## src/rtl/riscv_ifetch.sv

```systemverilog
// Instruction fetch stage: owns the PC, issues word fetches, tags in-order
// responses with their PC and buffers them for decode. Redirects flush the
// buffer and drop every stale response that is still in flight.
module riscv_ifetch #(
  parameter logic [31:0] RESET_PC = 32'h0000_0000,
  parameter int unsigned DEPTH    = 2
) (
  input  logic        clk,
  input  logic        rstb,
  output logic        imem_req_valid,
  input  logic        imem_req_ready,
  output logic [31:0] imem_req_addr,
  input  logic        imem_rsp_valid,
  input  logic [31:0] imem_rsp_data,
  input  logic        redirect_valid,
  input  logic [31:0] redirect_pc,
  output logic        if_valid,
  input  logic        if_ready,
  output logic [31:0] if_pc,
  output logic [31:0] if_instr
);

  localparam int unsigned PtrW = (DEPTH > 1) ? $clog2(DEPTH) : 1;
  localparam int unsigned CntW = $clog2(DEPTH + 1);
  localparam logic [PtrW-1:0] PtrLast = PtrW'(DEPTH - 1);
  localparam logic [CntW:0] CreditMax = (CntW + 1)'(DEPTH);
  localparam logic [CntW-1:0] CntOne = CntW'(1);

  typedef enum logic [0:0] {StReset, StRun} state_e;

  state_e          state_q, state_d;
  logic [31:0]     pc_q, pc_d;
  // Fetches accepted by memory whose response has not yet arrived.
  logic [CntW-1:0] out_q, out_d;
  // Responses still owed to fetches issued before the latest redirect.
  logic [CntW-1:0] drop_q, drop_d;

  // Tag queue: PC of each live (non-dropped) outstanding fetch, in order.
  logic [31:0]     tag_q [DEPTH];
  logic [31:0]     tag_d [DEPTH];
  logic [PtrW-1:0] tag_wr_q, tag_wr_d, tag_rd_q, tag_rd_d;

  // Output FIFO of {pc, instr}.
  logic [31:0]     fpc_q    [DEPTH];
  logic [31:0]     fpc_d    [DEPTH];
  logic [31:0]     finstr_q [DEPTH];
  logic [31:0]     finstr_d [DEPTH];
  logic [PtrW-1:0] fwr_q, fwr_d, frd_q, frd_d;
  logic [CntW-1:0] fcnt_q, fcnt_d;

  logic            req_fire, rsp_keep, rsp_drop, out_pop;
  logic [CntW:0]   credit_used;

  logic unused_redirect_lsb;
  assign unused_redirect_lsb = ^redirect_pc[1:0];

  function automatic logic [PtrW-1:0] ptr_inc(input logic [PtrW-1:0] ptr);
    return (ptr == PtrLast) ? '0 : ptr + PtrW'(1);
  endfunction

  // Handshakes and outputs; a redirect blocks new requests and freezes the FIFO.
  always_comb begin
    credit_used    = {1'b0, out_q} + {1'b0, fcnt_q};
    imem_req_valid = (state_q == StRun) && (credit_used < CreditMax) && !redirect_valid;
    imem_req_addr  = pc_q;
    if_valid       = (fcnt_q != '0);
    if_pc          = if_valid ? fpc_q[frd_q] : '0;
    if_instr       = if_valid ? finstr_q[frd_q] : '0;
    req_fire       = imem_req_valid && imem_req_ready;
    rsp_keep       = imem_rsp_valid && (drop_q == '0) && !redirect_valid;
    rsp_drop       = imem_rsp_valid && (drop_q != '0) && !redirect_valid;
    out_pop        = if_valid && if_ready && !redirect_valid;
  end

  // FSM next state: leave StReset on the first clock after reset release.
  always_comb begin
    state_d = state_q;
    case (state_q)
      StReset: state_d = StRun;
      StRun:   state_d = StRun;
      default: state_d = StReset;
    endcase
  end

  // Datapath next state: PC, credit counters, tag queue and output FIFO.
  always_comb begin
    pc_d     = pc_q;
    drop_d   = drop_q;
    tag_d    = tag_q;
    tag_wr_d = tag_wr_q;
    tag_rd_d = tag_rd_q;
    fpc_d    = fpc_q;
    finstr_d = finstr_q;
    fwr_d    = fwr_q;
    frd_d    = frd_q;
    fcnt_d   = fcnt_q;

    // Outstanding tracks dropped fetches too, so it always counts every reply owed.
    out_d = out_q + (req_fire ? CntOne : '0) - (imem_rsp_valid ? CntOne : '0);

    if (redirect_valid) begin
      pc_d     = {redirect_pc[31:2], 2'b00};
      // Everything still owed is stale, including a response arriving right now.
      drop_d   = out_q - (imem_rsp_valid ? CntOne : '0);
      tag_wr_d = '0;
      tag_rd_d = '0;
      fwr_d    = '0;
      frd_d    = '0;
      fcnt_d   = '0;
    end else begin
      if (req_fire) begin
        pc_d            = pc_q + 32'd4;
        tag_d[tag_wr_q] = pc_q;
        tag_wr_d        = ptr_inc(tag_wr_q);
      end
      if (rsp_drop) begin
        drop_d = drop_q - CntOne;
      end
      if (rsp_keep) begin
        fpc_d[fwr_q]    = tag_q[tag_rd_q];
        finstr_d[fwr_q] = imem_rsp_data;
        fwr_d           = ptr_inc(fwr_q);
        tag_rd_d        = ptr_inc(tag_rd_q);
      end
      if (out_pop) begin
        frd_d = ptr_inc(frd_q);
      end
      fcnt_d = fcnt_q + (rsp_keep ? CntOne : '0) - (out_pop ? CntOne : '0);
    end
  end

  // State registers with asynchronous active-low reset.
  always_ff @(posedge clk or negedge rstb) begin
    if (!rstb) begin
      state_q  <= StReset;
      pc_q     <= RESET_PC;
      out_q    <= '0;
      drop_q   <= '0;
      tag_wr_q <= '0;
      tag_rd_q <= '0;
      fwr_q    <= '0;
      frd_q    <= '0;
      fcnt_q   <= '0;
      for (int i = 0; i < DEPTH; i++) begin
        tag_q[i]    <= '0;
        fpc_q[i]    <= '0;
        finstr_q[i] <= '0;
      end
    end else begin
      state_q  <= state_d;
      pc_q     <= pc_d;
      out_q    <= out_d;
      drop_q   <= drop_d;
      tag_wr_q <= tag_wr_d;
      tag_rd_q <= tag_rd_d;
      fwr_q    <= fwr_d;
      frd_q    <= frd_d;
      fcnt_q   <= fcnt_d;
      tag_q    <= tag_d;
      fpc_q    <= fpc_d;
      finstr_q <= finstr_d;
    end
  end

  // A response is only legal for a fetch that memory actually accepted.
  rsp_has_request_a: assert property (@(posedge clk) disable iff (!rstb)
    imem_rsp_valid |-> (out_q != '0));

endmodule

```

## config.mk

```make
export PLATFORM = sky130hd
export DESIGN_NAME = riscv_ifetch
export DESIGN_NICKNAME = d
export VERILOG_FILES = /design/src/rtl/riscv_ifetch.sv
export SDC_FILE = /design/constraint.sdc
export NUM_CORES = 1
export LEC_CHECK = 0
export BUFFER_PORTS_ARGS = -buffer_cell sky130_fd_sc_hd__buf_2
export CORE_UTILIZATION = 55
export DETAILED_ROUTE_END_ITERATION = 6
export GPL_TIMING_DRIVEN = 0
export MAX_ROUTING_LAYER = met4
export PLACE_DENSITY_LB_ADDON = 0.08
export SLEW_MARGIN = 20
export SYNTH_ARGS = -nofsm -noshare
export SYNTH_HDL_FRONTEND = slang
export SYNTH_SLANG_ARGS = --single-unit
```

## constraint.sdc

```tcl
create_clock -name clk -period 3.25 [get_ports clk]
set_clock_uncertainty 0.2 [all_clocks]
set_input_delay 0.1625 -clock clk [delete_from_list [all_inputs] [get_ports clk]]
set_output_delay 0.1625 -clock clk [all_outputs]
set_load 0.005 [all_outputs]
```

==> results of run 1 <==
## synthesized netlist by cell type, drive strengths merged
master / n / area, µm²
and4bb: 1 / 12.5
inv: 9 / 33.8
nor4: 9 / 90.1
nand2b: 1 / 6.26
mux2i: 93 / 931
buf: 23 / 118
or4: 1 / 11.3
and4: 3 / 26.3
nand3: 10 / 50.1
dfrtp: 225 / 5630
nor2b: 1 / 6.26
and2: 3 / 18.8
nand2: 74 / 278
xnor2: 23 / 201
xor2: 15 / 131
nand4: 12 / 75.1
mux2: 122 / 1370
or3: 1 / 6.26
fa: 1 / 20.0
and3: 4 / 25.0
or2: 1 / 6.26
nor3: 6 / 30.0
a21oi: 32 / 160
ha: 7 / 87.6
a31oi: 1 / 6.26
nand4bb: 1 / 27.5
nor2: 108 / 405
nor4b: 1 / 8.76
o21ai: 63 / 319
conb: 2 / 7.51
clkbuf: 36 / 135
## flip-flops by register name (all words and copies together) (netlist names)
register and cells:
imem_req_addr 30, tag_q 60, drop_q 2, state_q 1, fwr_q 1, fcnt_q 2, fpc_q 60, finstr_q 64
out_q 2, frd_q 1, tag_wr_q 1, tag_rd_q 1
## worst max-delay path by stage
stage	endpoint	cells after the start	startpoint	slack [ns]
floorplan	imem_req_addr[26]	7	out_q[0]	0.61
global placement	imem_req_addr[25]	1	rstb	-2.09
detailed placement	tag_q[21]	6	out_q[0]	0.36
CTS	tag_q[21]	6	out_q[0]	0.33
global route	tag_q[21]	6	out_q[0]	0.23
finish	imem_req_addr[26]	7	out_q[0]	0.36
## what timing repair did
item	CTS	global route
hold buffers	67	0
endpoints found under the setup margin	0	0
hold endpoints to repair	325	0
## cells in the final DEF, fill, tap and decap left out, types with 23 or more instances in the layout
cell and n:
dfrtp_1 225, buf_2 172, mux2_2 122, nor2_1 108, mux2i_1 93, nand2_1 74
dlygate4sd3_1 67, o21ai_0 55, clkbuf_1 39, a21oi_1 32, clkbuf_16 25, xnor2_1 23
## cell type report
cell class                      count  area [µm²]
Fill cell                        1372        5230
Clock buffer                       36         747
Inverter                            9        33.8
Buffer                             59         253
Tap cell                          229         287
Multi-Input combinational cell    599        4330
Timing Repair Buffer              229        1540
Sequential cell                   225        5630
Clock inverter                      6        32.5
## worst reg2reg max path, delay by kind of cell (launching register included)
kind | cells | cell delay [ns]
fa+ha+maj | 1 | 0.49
compound gates | 1 | 0.07
simple gates | 4 | 1.42
xor+xnor | 1 | 0.20
flops | 1 | 0.39
## stage by stage
stage	instance area, µm²	total power (W)	util (%)	std cells
2_1_floorplan	10200	0.00653	-	892
3_3_place_gp	11300	0.00734	62.7	1281
3_5_place_dp	11400	0.00749	63.0	1283
4_1_cts	12900	0.0102	71.1	1392
5_1_grt	12900	0.0108	71.1	1392
6_report	12900	0.0102	71.1	1392
## power by group through the flow
stage,logic (W),registers (W),clock network [W]
floorplan,0.00209,0.00444,0
global placement,0.00277,0.00457,0
detailed placement,0.00286,0.00462,0
CTS,0.00294,0.00457,0.00270
global route,0.00325,0.00472,0.00283
finish,0.00292,0.00458,0.00266
## metal layers
metal | up-vias | share of wire, % | GRT usage (%)
met3 | 34 | 4.6 | 3.22
met2 | 185 | 48 | 42.2
li1 | 3564 | - | -
met5 | - | 0 | -
met1 | 3619 | 45 | 34.2
met4 | 0 | 1.6 | 6.03
## cells by family (layout without fill, tap and decap cells)
| group | count (synthesis) | in the layout | share of synthesized area (%) |
|---|---|---|---|
| fa+ha+maj | 8 | 8 | 1.05 |
| simple gates | 237 | 237 | 10.6 |
| buf+inv | 68 | 339 | 2.80 |
| mux | 215 | 215 | 22.5 |
| flops | 225 | 225 | 55.0 |
| xor+xnor | 38 | 38 | 3.25 |
| compound gates | 96 | 96 | 4.74 |
| other cells | 2 | 5 | 0.0734 |
==> impl_metrics.env, run 1 <==
export IMPL_final_setup_tns_ns=0
export IMPL_yosysSeqAreaShare_pct=55.0
export IMPL_gp_congestion=0.831
export IMPL_period_minus_slack_ns=2.89
export IMPL_ios=168
export IMPL_num_vias=7402
export IMPL_violations="DRC"
export IMPL_p_per_area_nw_per_um2=790
export IMPL_grt_pass1_vias=7415
export IMPL_place_ws_ns=0.362
export IMPL_end_kind="flop"
export IMPL_worstPathArrival_ns=3.07
export IMPL_cts_htree_levels=1
export IMPL_r2r_cells=7
export IMPL_grt_max_degree=91
export IMPL_max_slew_worst_pin_slew_ns=0.868
export IMPL_yosys_register_bits=225
export IMPL_max_freq_ghz=0.346
export IMPL_hold_class="input port to flop"
export IMPL_syn_cell_area_um2=10200
export IMPL_slew_violations=0
export IMPL_power_frac_comb_pct=28.7
export IMPL_clockBufferDepth=3
export IMPL_grt_pass1_wl_um=38200
export IMPL_timing_slew_headroom_pct=41.9
export IMPL_sw_frac_of_total_pct=30.6
export IMPL_fin_nets=1226
export IMPL_p_switching_w=0.00311
export IMPL_clk_pin_slew_ns=0.06
export IMPL_crit_fanout=5
export IMPL_first_iter_violations=301
export IMPL_setup_viol_count_final=0
export IMPL_seqPwrFrac_pct=45.1
export IMPL_p_int_w=0.00704
export IMPL_numPortBuffers=160
export IMPL_cts_tree="done"
export IMPL_avgViaCountPerCell=5.32
export IMPL_ys_types=37
export IMPL_fin_ws_ns=0.362
export IMPL_cp_buffers_inverters=0
export IMPL_reg2reg_from="out_q[0]"
export IMPL_status="finished with violations"
export IMPL_slowest_delay_ns=0.64
export IMPL_drt_wl_total_um=23300
export IMPL_antenna_found_initial=0
export IMPL_ant_nets=0
export IMPL_path_class="flop to flop"
export IMPL_core_area_um2=18100
export IMPL_slowest_stage="or4_4"
export IMPL_drv_cap=0
export IMPL_hold_viol=0
export IMPL_rows=49
export IMPL_avgSynthCellArea_um2=11.5
export IMPL_p_clk_share_pct=26.2
export IMPL_clock_root_buffer="clkbuf_16"
export IMPL_grtUsageTotal_pct=25.7
export IMPL_post_route_period_util_pct=88.8
export IMPL_syn_to_final_growth_pct=25.5
export IMPL_cp_start_kind="flop"
export IMPL_reg2reg_slack_ns=0.36
export IMPL_clock_latency_ns=0.51
export IMPL_whs_endpoint="imem_req_addr[16]"
export IMPL_antennaDiodeCount=0
export IMPL_reg2reg_to="imem_req_addr[26]"
export IMPL_p_leak_nw=5.93
export IMPL_cts_buffers=25
export IMPL_vdd_ir_drop_max_mv=0.424
export IMPL_grt_setup_unrepaired="false"
export IMPL_timing_hold_ws_ns=0.0354
export IMPL_wire_per_inst_um=16.7
export IMPL_drive_gt1_share_pct=30.0
export IMPL_detailed_place_hpwl_um=15600
export IMPL_fp_dieH_um=138
export IMPL_die_width_um=138
export IMPL_gr_total_overflow=0
export IMPL_path_delay_family="simple AND/OR/NAND/NOR gates"
export IMPL_dieArea_um2=19200
export IMPL_clock_sinks=225
export IMPL_cts_setup_buffers=0
export IMPL_initial_utilization_pct=56.6
export IMPL_first_pass_iters=6
export IMPL_whs_path_depth=5
export IMPL_synth_warnings=0
export IMPL_hp_start="imem_req_ready"
export IMPL_postSynthCellCount=889
export IMPL_postCtsResizedCells=0
export IMPL_cp_data_required_time_ns=3.44
export IMPL_drc_errors=26
export IMPL_crit_chain="and2_1 -> fa_1 -> nand4bb_4 -> or4_4 -> nor4_2 -> xnor2_1 -> o21ai_2"
No activity file was read; power rests on OpenSTA's default activity.
==> run 2, diff against run 1 <==
--- a/config.mk
+++ b/config.mk
@@ -6,11 +6,11 @@
 export NUM_CORES = 1
 export LEC_CHECK = 0
 export BUFFER_PORTS_ARGS = -buffer_cell sky130_fd_sc_hd__buf_2
+export CORE_MARGIN = 1
 export CORE_UTILIZATION = 55
 export DETAILED_ROUTE_END_ITERATION = 6
 export GPL_TIMING_DRIVEN = 0
-export MAX_ROUTING_LAYER = met4
-export PLACE_DENSITY_LB_ADDON = 0.08
+export PLACE_DENSITY = 0.78
 export SLEW_MARGIN = 20
 export SYNTH_ARGS = -nofsm -noshare
 export SYNTH_HDL_FRONTEND = slang
==> run 2 against run 1 <==
The run still ends with DRC left. Final cell count increased by 0.14%. Combinational power increased by 2%. Worst setup slack got worse by 0.027 ns. First-iteration DRC count increased by 28%. Clock power increased by 11%. Clock-buffer cell count decreased by 5. Fmax decreased by 0.94%. Power increased by 4.0%. Worst hold slack got worse by 0.0031 ns. Sequential share of layout area decreased by 0.38 points. Critical endpoint is now tag_q[13]. Largest power group unchanged. Highest routed layer unchanged.
==> impl_metrics.env, run 2 (synthesis gave the netlist of run 1 again) <==
export IMPL_max_freq_ghz=0.343
export IMPL_die_width_um=138
export IMPL_final_cells=1394
export IMPL_p_leak_nw=5.98
export IMPL_numPortBuffers=160
export IMPL_clock_latency_ns=0.51
export IMPL_syn_to_final_growth_pct=26.6
export IMPL_gp_congestion=0.845
export IMPL_ant_nets=0
export IMPL_rows=49
export IMPL_crit_chain="and2_1 -> fa_1 -> and4bb_2 -> nand3_1 -> buf_1 -> mux2_2"
export IMPL_path_class="flop to flop"
export IMPL_clock_sinks=225
export IMPL_avgViaCountPerCell=5.51
export IMPL_clockBufferDepth=3
export IMPL_clk_pin_slew_ns=0.06
export IMPL_final_common_cell="dfrtp_1"
export IMPL_vdd_ir_drop_max_mv=0.515
export IMPL_violations="DRC"
export IMPL_antennaDiodeCount=0
export IMPL_gr_total_overflow=0
export IMPL_worstPathArrival_ns=3.10
export IMPL_setup_viol_count_final=0
export IMPL_core_area_um2=18100
export IMPL_slowest_delay_ns=0.54
export IMPL_period_minus_slack_ns=2.91
export IMPL_initial_utilization_pct=56.6
export IMPL_clock_root_buffer="clkbuf_16"
export IMPL_antenna_found_initial=0
export IMPL_wire_per_inst_um=17.6
export IMPL_fp_dieH_um=138
export IMPL_largest_reg_flops=64
export IMPL_n_fill_cell=1243
export IMPL_drv_cap=0
export IMPL_reg2reg_slack_ns=0.34
export IMPL_grt_pass1_wl_um=40500
export IMPL_placedCellCount=1283
export IMPL_grtUsageTotal_pct=26.4
export IMPL_mostFrequentLayoutCells="225 x dfrtp_1, 172 x buf_2, 122 x mux2_2"
export IMPL_slew_violations=0
export IMPL_cts_buffers=24
export IMPL_drive_gt1_share_pct=30.0
export IMPL_end_kind="flop"
export IMPL_crit_fanout=10
export IMPL_fin_nets=1227
export IMPL_grt_max_degree=102
export IMPL_dieArea_um2=19200
export IMPL_ios=168
export IMPL_detailed_place_hpwl_um=16000
export IMPL_cp_data_required_time_ns=3.44
export IMPL_timing_slew_headroom_pct=32.1
export IMPL_top_regs="finstr_q: 64 flops, fpc_q: 60 flops, tag_q: 60 flops"
export IMPL_status="finished with violations"
export IMPL_hold_class="input port to flop"
export IMPL_fin_util_pct=71.7
export IMPL_cts_htree_levels=1
export IMPL_first_iter_violations=384
export IMPL_cp_buffers_inverters=1
export IMPL_slowest_stage="fa_1"
export IMPL_p_per_area_nw_per_um2=814
export IMPL_first_pass_iters=6
export IMPL_cts_setup_buffers=0
export IMPL_path_delay_family="simple AND/OR/NAND/NOR gates"
export IMPL_drt_wl_total_um=24600
export IMPL_regMostFlops="finstr_q"
export IMPL_post_route_period_util_pct=89.7
export IMPL_drc_errors=31
export IMPL_grt_pass1_vias=7956
export IMPL_num_vias=7675
export IMPL_hold_viol=0
export IMPL_max_slew_worst_pin_slew_ns=1.01
export IMPL_cp_start_kind="flop"
export IMPL_grt_setup_unrepaired="false"
export IMPL_cts_tree="done"
==> run 2: changes by cell type in the layout (fill, tap and decap cells not counted) <==
cell           change
buf_12             +1
dlygate4sd3_1      +1
bufinv_16          +5
clkbuf_8           -5
==> run 2: timing repair <==
item	CTS	global route
hold endpoints to repair	324	0
hold buffers	69	0
gates resized for setup	0	0
==> run 2: path summary, 6_finish.rpt <==
kind	start	to	cells after the start
min in group asynchronous	rstb	imem_req_addr[16]	4
worst min register to register	fpc_q[15]	fpc_q[15]	2
max in group asynchronous	rstb	finstr_q[10]	4
worst max-delay path	out_q[0]	tag_q[13]	6
worst max register to register	out_q[0]	tag_q[13]	6
worst min-delay path	redirect_valid	imem_req_addr[29]	3
==> run 2: through the flow <==
| step | hold slack [ns] | setup slack, ns | setup TNS, ns | area [µm²] | total power, W |
|---|---|---|---|---|---|
| final | 0.0323 | 0.335 | 0 | 13000 | 0.0106 |
| after detailed placement | -0.169 | 0.392 | 0 | 11400 | 0.00751 |
| after CTS | 0.00444 | 0.311 | 0 | 13000 | 0.0106 |
| after floorplan | -0.333 | 0.613 | 0 | 10200 | 0.00653 |
| after global placement | 0.170 | -1.97 | -441.17 | 11300 | 0.00731 |
| after global routing | 0.0519 | 0.208 | 0 | 13000 | 0.0112 |
==> run 2: layout make-up <==
cell class / count / area (µm²) / share of cell area (%)
Tap cell: 229 / 287 / 2.21
Inverter: 9 / 33.8 / 0.261
Sequential cell: 225 / 5630 / 43.4
Clock buffer: 31 / 678 / 5.23
Multi-Input combinational cell: 599 / 4330 / 33.4
Timing Repair Buffer: 231 / 1570 / 12.1
Clock inverter: 11 / 183 / 1.41
Buffer: 59 / 253 / 1.95
==> run 2: per-layer routing <==
layer,share of wire (%),vias up,track usage [%]
li1,-,3568,-
met1,44,3810,35.0
met2,50,249,45.2
met3,4.6,48,3.39
met4,2.2,0,8.52
met5,0,-,0
==> run 2: worst min-delay path: cells and delay by family <==
kind,cells,cell delay [ns]
compound gates,1,0.11
buf+inv,2,0.42
==> run 2: power breakdown <==
| part | internal (W) | switching [W] | leakage [nW] | total [W] |
|---|---|---|---|---|
| registers | 0.00395 | 0.000673 | 2.85 | 0.00462 |
| logic | 0.00152 | 0.00147 | 2.70 | 0.00299 |
| clock network | 0.00186 | 0.00108 | 0.424 | 0.00294 |
